`src/rtl/projectile_pool.sv`:
```
// projectile_pool: multi-slot fixed-point projectile engine with fire handshake, per-frame motion and retirement.
//   clk, resetN       : system clock, asynchronous active-low reset
//   startOfFrame      : one-cycle pulse per video frame; advances every flying slot
//   fireReq           : fire request, held by the requester until fireAck
//   fireX, fireY      : signed start pixel, taken on the acknowledge cycle
//   fireVX, fireVY    : signed velocity in fixed-point units per frame
//   fireAck, fireSlot : one-cycle accept pulse and the slot index that was loaded
//   full              : every slot is flying
//   collision         : per-slot collision from the draw/collision logic
//   active            : per-slot live flag (draw enable)
//   topLeftX/Y        : packed per-slot pixel position, slot i at [i*COORD_W +: COORD_W]
//   projectileEnd     : per-slot one-cycle pulse when a slot retires
module projectile_pool #(
    parameter int NUM_SLOTS = 4,
    parameter int FRAC_BITS = 6,
    parameter int COORD_W = 11,
    parameter int VEL_W = 10,
    parameter int X_MAX = 639,
    parameter int Y_MAX = 479,
    localparam int SLOT_W = (NUM_SLOTS > 1) ? $clog2(NUM_SLOTS) : 1
) (
    input  logic                          clk,
    input  logic                          resetN,
    input  logic                          startOfFrame,
    input  logic                          fireReq,
    input  logic signed [COORD_W-1:0]     fireX,
    input  logic signed [COORD_W-1:0]     fireY,
    input  logic signed [VEL_W-1:0]       fireVX,
    input  logic signed [VEL_W-1:0]       fireVY,
    output logic                          fireAck,
    output logic [SLOT_W-1:0]             fireSlot,
    output logic                          full,
    input  logic [NUM_SLOTS-1:0]          collision,
    output logic [NUM_SLOTS-1:0]          active,
    output logic [NUM_SLOTS*COORD_W-1:0]  topLeftX,
    output logic [NUM_SLOTS*COORD_W-1:0]  topLeftY,
    output logic [NUM_SLOTS-1:0]          projectileEnd
);
    localparam int POS_W = COORD_W + FRAC_BITS + 1;
    localparam logic signed [POS_W:0] X_LIM = (POS_W + 1)'(X_MAX << FRAC_BITS);
    localparam logic signed [POS_W:0] Y_LIM = (POS_W + 1)'(Y_MAX << FRAC_BITS);

    typedef enum logic {IDLE, FLYING} state_t;

    state_t                  state_q [NUM_SLOTS];
    state_t                  state_d [NUM_SLOTS];
    logic signed [POS_W-1:0] pos_x [NUM_SLOTS];
    logic signed [POS_W-1:0] pos_y [NUM_SLOTS];
    logic signed [VEL_W-1:0] vel_x [NUM_SLOTS];
    logic signed [VEL_W-1:0] vel_y [NUM_SLOTS];
    // one extra bit so a step past either screen edge never wraps back into range
    logic signed [POS_W:0]   nxt_x [NUM_SLOTS];
    logic signed [POS_W:0]   nxt_y [NUM_SLOTS];
    logic [NUM_SLOTS-1:0]    free;
    logic [NUM_SLOTS-1:0]    load;
    logic [NUM_SLOTS-1:0]    move;
    logic [NUM_SLOTS-1:0]    retire;
    logic [NUM_SLOTS-1:0]    off_screen;
    logic [SLOT_W-1:0]       sel;
    logic                    fire_go;
    logic signed [POS_W-1:0] fire_px;
    logic signed [POS_W-1:0] fire_py;

    assign fire_px = {fireX[COORD_W-1], fireX, {FRAC_BITS{1'b0}}};
    assign fire_py = {fireY[COORD_W-1], fireY, {FRAC_BITS{1'b0}}};

    always_ff @(posedge clk or negedge resetN) begin
        if (!resetN) begin
            for (int i = 0; i < NUM_SLOTS; i++) state_q[i] <= IDLE;
        end else begin
            for (int i = 0; i < NUM_SLOTS; i++) state_q[i] <= state_d[i];
        end
    end

    // Free set comes from the registered states, so a slot retiring this
    // cycle is not offered to a fire request until the next cycle.
    always_comb begin
        free = '0;
        sel = '0;
        off_screen = '0;
        retire = '0;
        move = '0;
        for (int i = NUM_SLOTS - 1; i >= 0; i--) begin
            free[i] = (state_q[i] == IDLE);
            if (free[i]) sel = SLOT_W'(i);
        end
        fire_go = fireReq && (|free);
        load = fire_go ? (free & ~(free - NUM_SLOTS'(1))) : '0;
        for (int i = 0; i < NUM_SLOTS; i++) begin
            nxt_x[i] = {pos_x[i][POS_W-1], pos_x[i]} + {{(POS_W + 1 - VEL_W){vel_x[i][VEL_W-1]}}, vel_x[i]};
            nxt_y[i] = {pos_y[i][POS_W-1], pos_y[i]} + {{(POS_W + 1 - VEL_W){vel_y[i][VEL_W-1]}}, vel_y[i]};
            off_screen[i] = nxt_x[i][POS_W] || (nxt_x[i] > X_LIM) || nxt_y[i][POS_W] || (nxt_y[i] > Y_LIM);
            retire[i] = (state_q[i] == FLYING) && (collision[i] || (startOfFrame && off_screen[i]));
            move[i] = (state_q[i] == FLYING) && startOfFrame && !collision[i] && !off_screen[i];
            state_d[i] = load[i] ? FLYING : (retire[i] ? IDLE : state_q[i]);
        end
    end

    always_comb begin
        active = '0;
        topLeftX = '0;
        topLeftY = '0;
        for (int i = 0; i < NUM_SLOTS; i++) begin
            active[i] = (state_q[i] == FLYING);
            if (active[i]) begin
                topLeftX[i*COORD_W +: COORD_W] = pos_x[i][FRAC_BITS +: COORD_W];
                topLeftY[i*COORD_W +: COORD_W] = pos_y[i][FRAC_BITS +: COORD_W];
            end
        end
        full = &active;
    end

    // A slot loaded this cycle is IDLE in state_q, so it never moves on the
    // same frame pulse; a retiring slot keeps its last position.
    always_ff @(posedge clk or negedge resetN) begin
        if (!resetN) begin
            fireAck <= 1'b0;
            fireSlot <= '0;
            projectileEnd <= '0;
            for (int i = 0; i < NUM_SLOTS; i++) begin
                pos_x[i] <= '0;
                pos_y[i] <= '0;
                vel_x[i] <= '0;
                vel_y[i] <= '0;
            end
        end else begin
            fireAck <= fire_go;
            if (fire_go) fireSlot <= sel;
            projectileEnd <= retire;
            for (int i = 0; i < NUM_SLOTS; i++) begin
                if (load[i]) begin
                    pos_x[i] <= fire_px;
                    pos_y[i] <= fire_py;
                    vel_x[i] <= fireVX;
                    vel_y[i] <= fireVY;
                end else if (move[i]) begin
                    pos_x[i] <= nxt_x[i][POS_W-1:0];
                    pos_y[i] <= nxt_y[i][POS_W-1:0];
                end
            end
        end
    end
endmodule

```
`config.mk`:
```
export PLATFORM = sky130hd
export DESIGN_NAME = projectile_pool
export DESIGN_NICKNAME = d
export VERILOG_FILES = /design/src/rtl/projectile_pool.sv
export SDC_FILE = /design/constraint.sdc
export NUM_CORES = 1
export LEC_CHECK = 0
export CAP_MARGIN = 20
export CORE_MARGIN = 1.5
export CORE_UTILIZATION = 36
export DETAILED_ROUTE_END_ITERATION = 10
export GPL_ROUTABILITY_DRIVEN = 1
export REMOVE_ABC_BUFFERS = 1
export SYNTH_ARGS = -nofsm -noshare
export SYNTH_HDL_FRONTEND = slang
export SYNTH_SLANG_ARGS = --single-unit
```
`constraint.sdc`:
```
create_clock -name clk -period 6.5 [get_ports clk]
set_input_delay 1.3 -clock clk [delete_from_list [all_inputs] [get_ports clk]]
set_output_delay 1.3 -clock clk [all_outputs]
set_load 0.1 [all_outputs]
```
# After elaboration in Yosys (flattened, before gate mapping)
# Index checks and enable logic that the tools add are counted.
# totals
ff_bits	235
output_inout_bits	100
# classes
n_addsub	9
n_lt_le_gt_ge	8
mux	37
n_bitwise	6
n_reduce_logical	55
# op_table
cell	count
2-to-1 mux 18 bit	16
adder 18 x 10 -> 19 bit	8
2-to-1 mux 11 bit	8
> comparator 19 x 16 -> 1 bit (second input constant)	4
> comparator 19 x 17 -> 1 bit (second input constant)	4
logical AND 1 bit	21
logical OR 1 bit	16
nonzero test 2 bit	8
zero test 1 bit	8
2-to-1 mux 1 bit	8
2-to-1 mux 2 bit	4
AND 4 bit	1
2-to-1 mux 4 bit	1
NOT 1 bit	4
NOT 4 bit	1
AND reduction 4 bit	1
OR reduction 4 bit	1
subtractor 4 x 1 -> 4 bit (second input constant)	1

# Logic depth before layout (Yosys ltp)
# logic_depth
depth_word	10
depth_mapped	15
ltp_nobuf	13

# Least setup slack after synthesis
# Ideal clock, no wire load.
# synth_path
path_kind	reg2out
from	reg state_q (netlist bit active[0])
to	out full
arrival_ns	2.671
setup_slack_ns	2.529
stages_incl_launch_ff	4
n_path_buf	1
path_cell_list	dfrtp_1 clkbuf_1 nand2_1 nor2_1
# synth_between
elab_chain_cells	1
# synth_rtl
item	line_no	rtl
start: declaration	45	state_t state_q [NUM_SLOTS];
AND reduction 4 bit	110	full = &active;
end: declaration	32	output logic full,
# Every way passes these cells.

# Worst setup path in the final report
# layout_path
from	reg pos_x[54] (netlist name)
to	reg pos_y[67] (netlist name)
# layout_between
elab_chain_cells	8
# layout_rtl
item	line_no	rtl
start: declaration	47	logic signed [POS_W-1:0] pos_x [NUM_SLOTS];
start signal: indexed assignment	132	pos_x[i] <= fire_px;
start signal: indexed assignment	137	pos_x[i] <= nxt_x[i][POS_W-1:0];
adder 18 x 10 -> 19 bit (*)	90	nxt_x[i] = {pos_x[i][POS_W-1], pos_x[i]} + {{(POS_W + 1 - VEL_W){vel_x[i][VEL_W-1]}}, vel_x[i]};
> comparator 19 x 17 -> 1 bit	92	off_screen[i] = nxt_x[i][POS_W] || (nxt_x[i] > X_LIM) || nxt_y[i][POS_W] || (nxt_y[i] > Y_LIM);
logical OR 1 bit (*) (3 in a row)	92	
zero test 1 bit (*)	94	move[i] = (state_q[i] == FLYING) && startOfFrame && !collision[i] && !off_screen[i];
logical AND 1 bit (*)	94	
nonzero test 2 bit (no source line) (*)	--	
end signal: indexed assignment	133	pos_y[i] <= fire_py;
end signal: indexed assignment	138	pos_y[i] <= nxt_y[i][POS_W-1:0];
end: declaration	48	logic signed [POS_W-1:0] pos_y [NUM_SLOTS];
# Every way passes the cells marked *; elsewhere a longest branch is shown, timed or not.
# A chain may end at the register's enable or synchronous reset.

==> results by group <==
STA
  • Hold Vio Cnt, Final: 0
  • Timing-limited maximum frequency: 202 MHz
  • Worst-case clock skew: roughly 0.011 ns
  • RSZ-0062 raised after global routing: false
  • Normalized max-slew margin: 0.332
  • Number of max-slew violations in the final report: 0
  • Fin Setup TNS: 0 ns
  • Clock period minus worst slack: roughly 5.0 ns
  • Period utilisation layout: 0.762
  • Final number of setup-violating endpoints: 0
  • Fin Hold WS: slightly below 0.5 ns
  • Final WS setup: 1.55 ns
  • Transition time at the pin with the least slew margin: 0.998 ns

Floorplanning
  • Die ar.: between 50000 and 60000 um^2
  • Starting utilization of the core area: 0.367
  • Die span in y: 227 um
  • Count of pins on the block boundary: 150
  • CORE AREA: 49200 um^2
  • Overall die width: 227 um
  • Number of rows created at floorplan: just over 80

Worst setup path
  • Element type at the critical path end: flop
  • Path type of the worst setup path: reg2reg
  • Chain of cells forming the critical path: ha_1 > fa_1 > a211oi_1 > nor3_1 > o21bai_1 > o21ai_0 > xor2_1 > a21oi_1 > o32a_1 > nor2b_1 > nand3_1 > buf_8 > a311o_1
  • Worst setup slack for register-to-register paths: around 1.5 ns
  • Crit Reg-Reg Startpoint: pos_x[54]$_DFFE_PN0P_
  • Critical path required time: around 7 ns
  • Cell with the biggest individual delay on the critical path: nor2b_1
  • Worst endpoint data arrival time: 5.40 ns
  • Endpoint of the lowest-slack register-to-register path: pos_y[67]$_DFFE_PN0P_
  • Critical path peak fanout: 16
  • Launching element type of the critical path: flop
  • Largest stage delay on the critical path: roughly 0.73 ns
  • Register-to-Register Path Depth: 13

Place
  • Number of buffer cells added on primary ports: 149
  • Placed cell count: 2903
  • Weighted congestion reported at the end of routability-driven placement: 0.950
  • Worst slack, placed: 1.65 ns
  • Placed Instance Area: 20200 um^2
  • Post-DP HPWL: 43.8 mm

Worst hold path
  • Startpoint of the worst hold path: vel_y[14]$_DFFE_PN0P_
  • Hold WC Path Type: reg2reg
  • Worst hold path endpoint: vel_y[14]$_DFFE_PN0P_
  • Number of cells on the worst hold path: 2

Cells and area
  • Number of non-filler instances in the completed layout: 2957
  • Fraction of final layout cells with drive strength greater than 1: 0.0528
  • Final core occ: 0.431
  • P&R area growth vs syn: 17.6%
  • Nets: ~2500
  • Post-route cell area: 21200 um^2
  • Fill cells: 4860

Global route
  • Global-route total usage across every layer: 0.231
  • Initial antenna violation count: 6
  • Global-route wire length before repair: just over 90 mm
  • Remaining Overflow, GRT: 0
  • Maximum number of pins on one net before global-route repair: 130
  • Vias in the first global route: 16200

Synthesis
  • Synth Register Bits: 235
  • Cell count after synthesis: 2166
  • Most frequently used flop master after synthesis: dfrtp_1
  • Part of the Yosys area used for sequential elements: 0.326
  • Cell area after technology mapping: ~18000 um^2
  • Number of flops mapped to enable cells by yosys: 0
  • Proportion of synthesized flip-flops having asynchronous set or reset: 1.00
  • Number of distinct library cells after synthesis: 87
  • Average cell area after synthesis: 8.32 um^2
  • Syn. warnings: 0

Job
  • Count of maximum capacitance violations: 0

Route
  • Detailed-route wire length per cell: 20.1 um
  • Overall via count from detail_route: 16800
  • Ratio of routed vias to standard cells: between 5 and 6
  • Starting DRC count in detailed routing: 1299
  • Count of unresolved DRC violations after routing: 0
  • Count of nets left with antenna violations after detail routing: 0
  • Detailed Route WL: 59.5 mm
  • First-pass DRT Iterations: 7

Clock tree
  • Post-CTS setup buffer count: 0
  • Number of hold buffers added after CTS: 0
  • Post-CTS Resized: 0
  • Clock buffer count from CTS: 29
  • Maximum number of buffers from clock root to sink: 3
  • Clock transition at the registers of the reported paths: 0.06 ns
  • Number of levels in the clock H-tree: 1
  • Clock tree from TritonCTS: yes
  • Clock sink count: 235
  • Clock insertion delay at the later pin of the skew report: 0.57 ns
  • Clock root buffer: clkbuf_16

Pwr
  • Pwr/cell area: 375 nW/um^2
  • Peak VDD IR: 0.250 mV
  • Overall power of the completed layout: 7.95 mW
  • LEAKAGE: approximately 9.8 nW

Run status
  • Result of the run: completed
[synthesized netlist by cell type, drive strengths merged (28+ instances only)]
| library cell | count | area share |
|---|---|---|
| nand2 | 393 | 0.082 |
| dfrtp | 235 | 0.33 |
| ha | 144 | 0.10 |
| a21oi | 142 | 0.039 |
| nor2 | 139 | 0.029 |
| and2 | 118 | 0.041 |
| o21ai | 102 | 0.028 |
| clkbuf | 77 | 0.016 |
| inv | 62 | 0.013 |
| mux2i | 56 | 0.031 |
| nand3 | 54 | 0.015 |
| xnor2 | 51 | 0.025 |
| a21o | 49 | 0.020 |
| xor2 | 38 | 0.018 |
| nor3 | 34 | 0.0094 |
| nand4 | 30 | 0.011 |
| o21a | 29 | 0.012 |
| a31oi | 28 | 0.0097 |
[critical path, delay by kind of cell (launching register included)]
family	cells	cell delay, ns
AND/OR/NAND/NOR	3	1.60
flip-flops	1	0.38
AO/OA/AOI/OAI	6	1.60
buffers and inverters	1	0.39
adder cells (fa/ha/maj)	2	0.65
XOR/XNOR	1	0.20
[how the worst max path moves through the flow]
stage	start	endpoint	slack [ns]	cells past startpoint
2_1_floorplan	pos_y[36]$_DFFE_PN0P_	pos_x[52]$_DFFE_PN0P_	-0.53	12
3_3_place_gp	pos_y[54]$_DFFE_PN0P_	pos_x[65]$_DFFE_PN0P_	1.56	13
3_5_place_dp	pos_x[54]$_DFFE_PN0P_	pos_y[67]$_DFFE_PN0P_	1.65	13
4_1_cts	pos_x[54]$_DFFE_PN0P_	pos_y[67]$_DFFE_PN0P_	1.64	13
5_1_grt	pos_x[54]$_DFFE_PN0P_	pos_y[61]$_DFFE_PN0P_	1.22	13
6_report	pos_x[54]$_DFFE_PN0P_	pos_y[67]$_DFFE_PN0P_	1.55	13
[cell families (layout without fill, tap and decap cells)]
group / after synthesis / after routing / synth area share
adder cells (fa/ha/maj): 152 / 152 / 0.109
AO/OA/AOI/OAI: 547 / 547 / 0.204
buffers and inverters: 160 / 286 / 0.0354
AND/OR/NAND/NOR: 913 / 913 / 0.243
multiplexers: 70 / 70 / 0.0398
XOR/XNOR: 89 / 89 / 0.0432
flip-flops: 235 / 235 / 0.326
other: 0 / 1 / 0
[state kept, by name (all words and copies together), names as in the netlist]
register	flops
vel_x	40
fireSlot	2
pos_x	72
pos_y	72
projectileEnd	4
active	4
fireAck	1
vel_y	40
[area by class of cell]
cell class,instances,area (um^2),share of cell area
antenna,1,2.50,0.000118
clock buffer,40,837,0.0395
clock inverter,13,184,0.00867
inverter,63,236,0.0112
multi-input combinational,1771,11600,0.545
sequential,235,5880,0.277
tap,664,831,0.0392
timing repair buffer,170,1670,0.0788
[power by group]
part / total (mW) / internal, mW / switching, mW
Combinational: 4.13 / 1.57 / 2.56
Clock: 1.74 / 1.06 / 0.688
Sequential: 2.08 / 1.76 / 0.315
Total: 7.95 / 4.39 / 3.56
[metal layers]
| metal | vias up | global-route usage | wire length, um |
|---|---|---|---|
| li1 | 8007 | - | - |
| met2 | 494 | 0.370 | 26900 |
| met4 | 0 | 0.0867 | 2340 |
| met3 | 117 | 0.0310 | 3140 |
| met1 | 8160 | 0.316 | 27100 |
| met5 | - | 0 | 0 |
[placed cells by master, fill, tap and decap left out, drive strengths merged, types with 28 or more instances in the layout]
cell type      synthesis  final
ha                   144    144
nand3                 54     54
xnor2                 51     51
o21a                  29     29
mux2i                 56     56
nor3                  34     34
xor2                  38     38
inv                   62     63
nand2                393    393
clkbuf                77     40
a31oi                 28     28
clkdlybuf4s50          0    148
nor2                 139    139
and2                 118    118
dfrtp                235    235
nand4                 30     30
a21oi                142    142
o21ai                102    102
a21o                  49     49
Power figures use the tool's default switching activity.
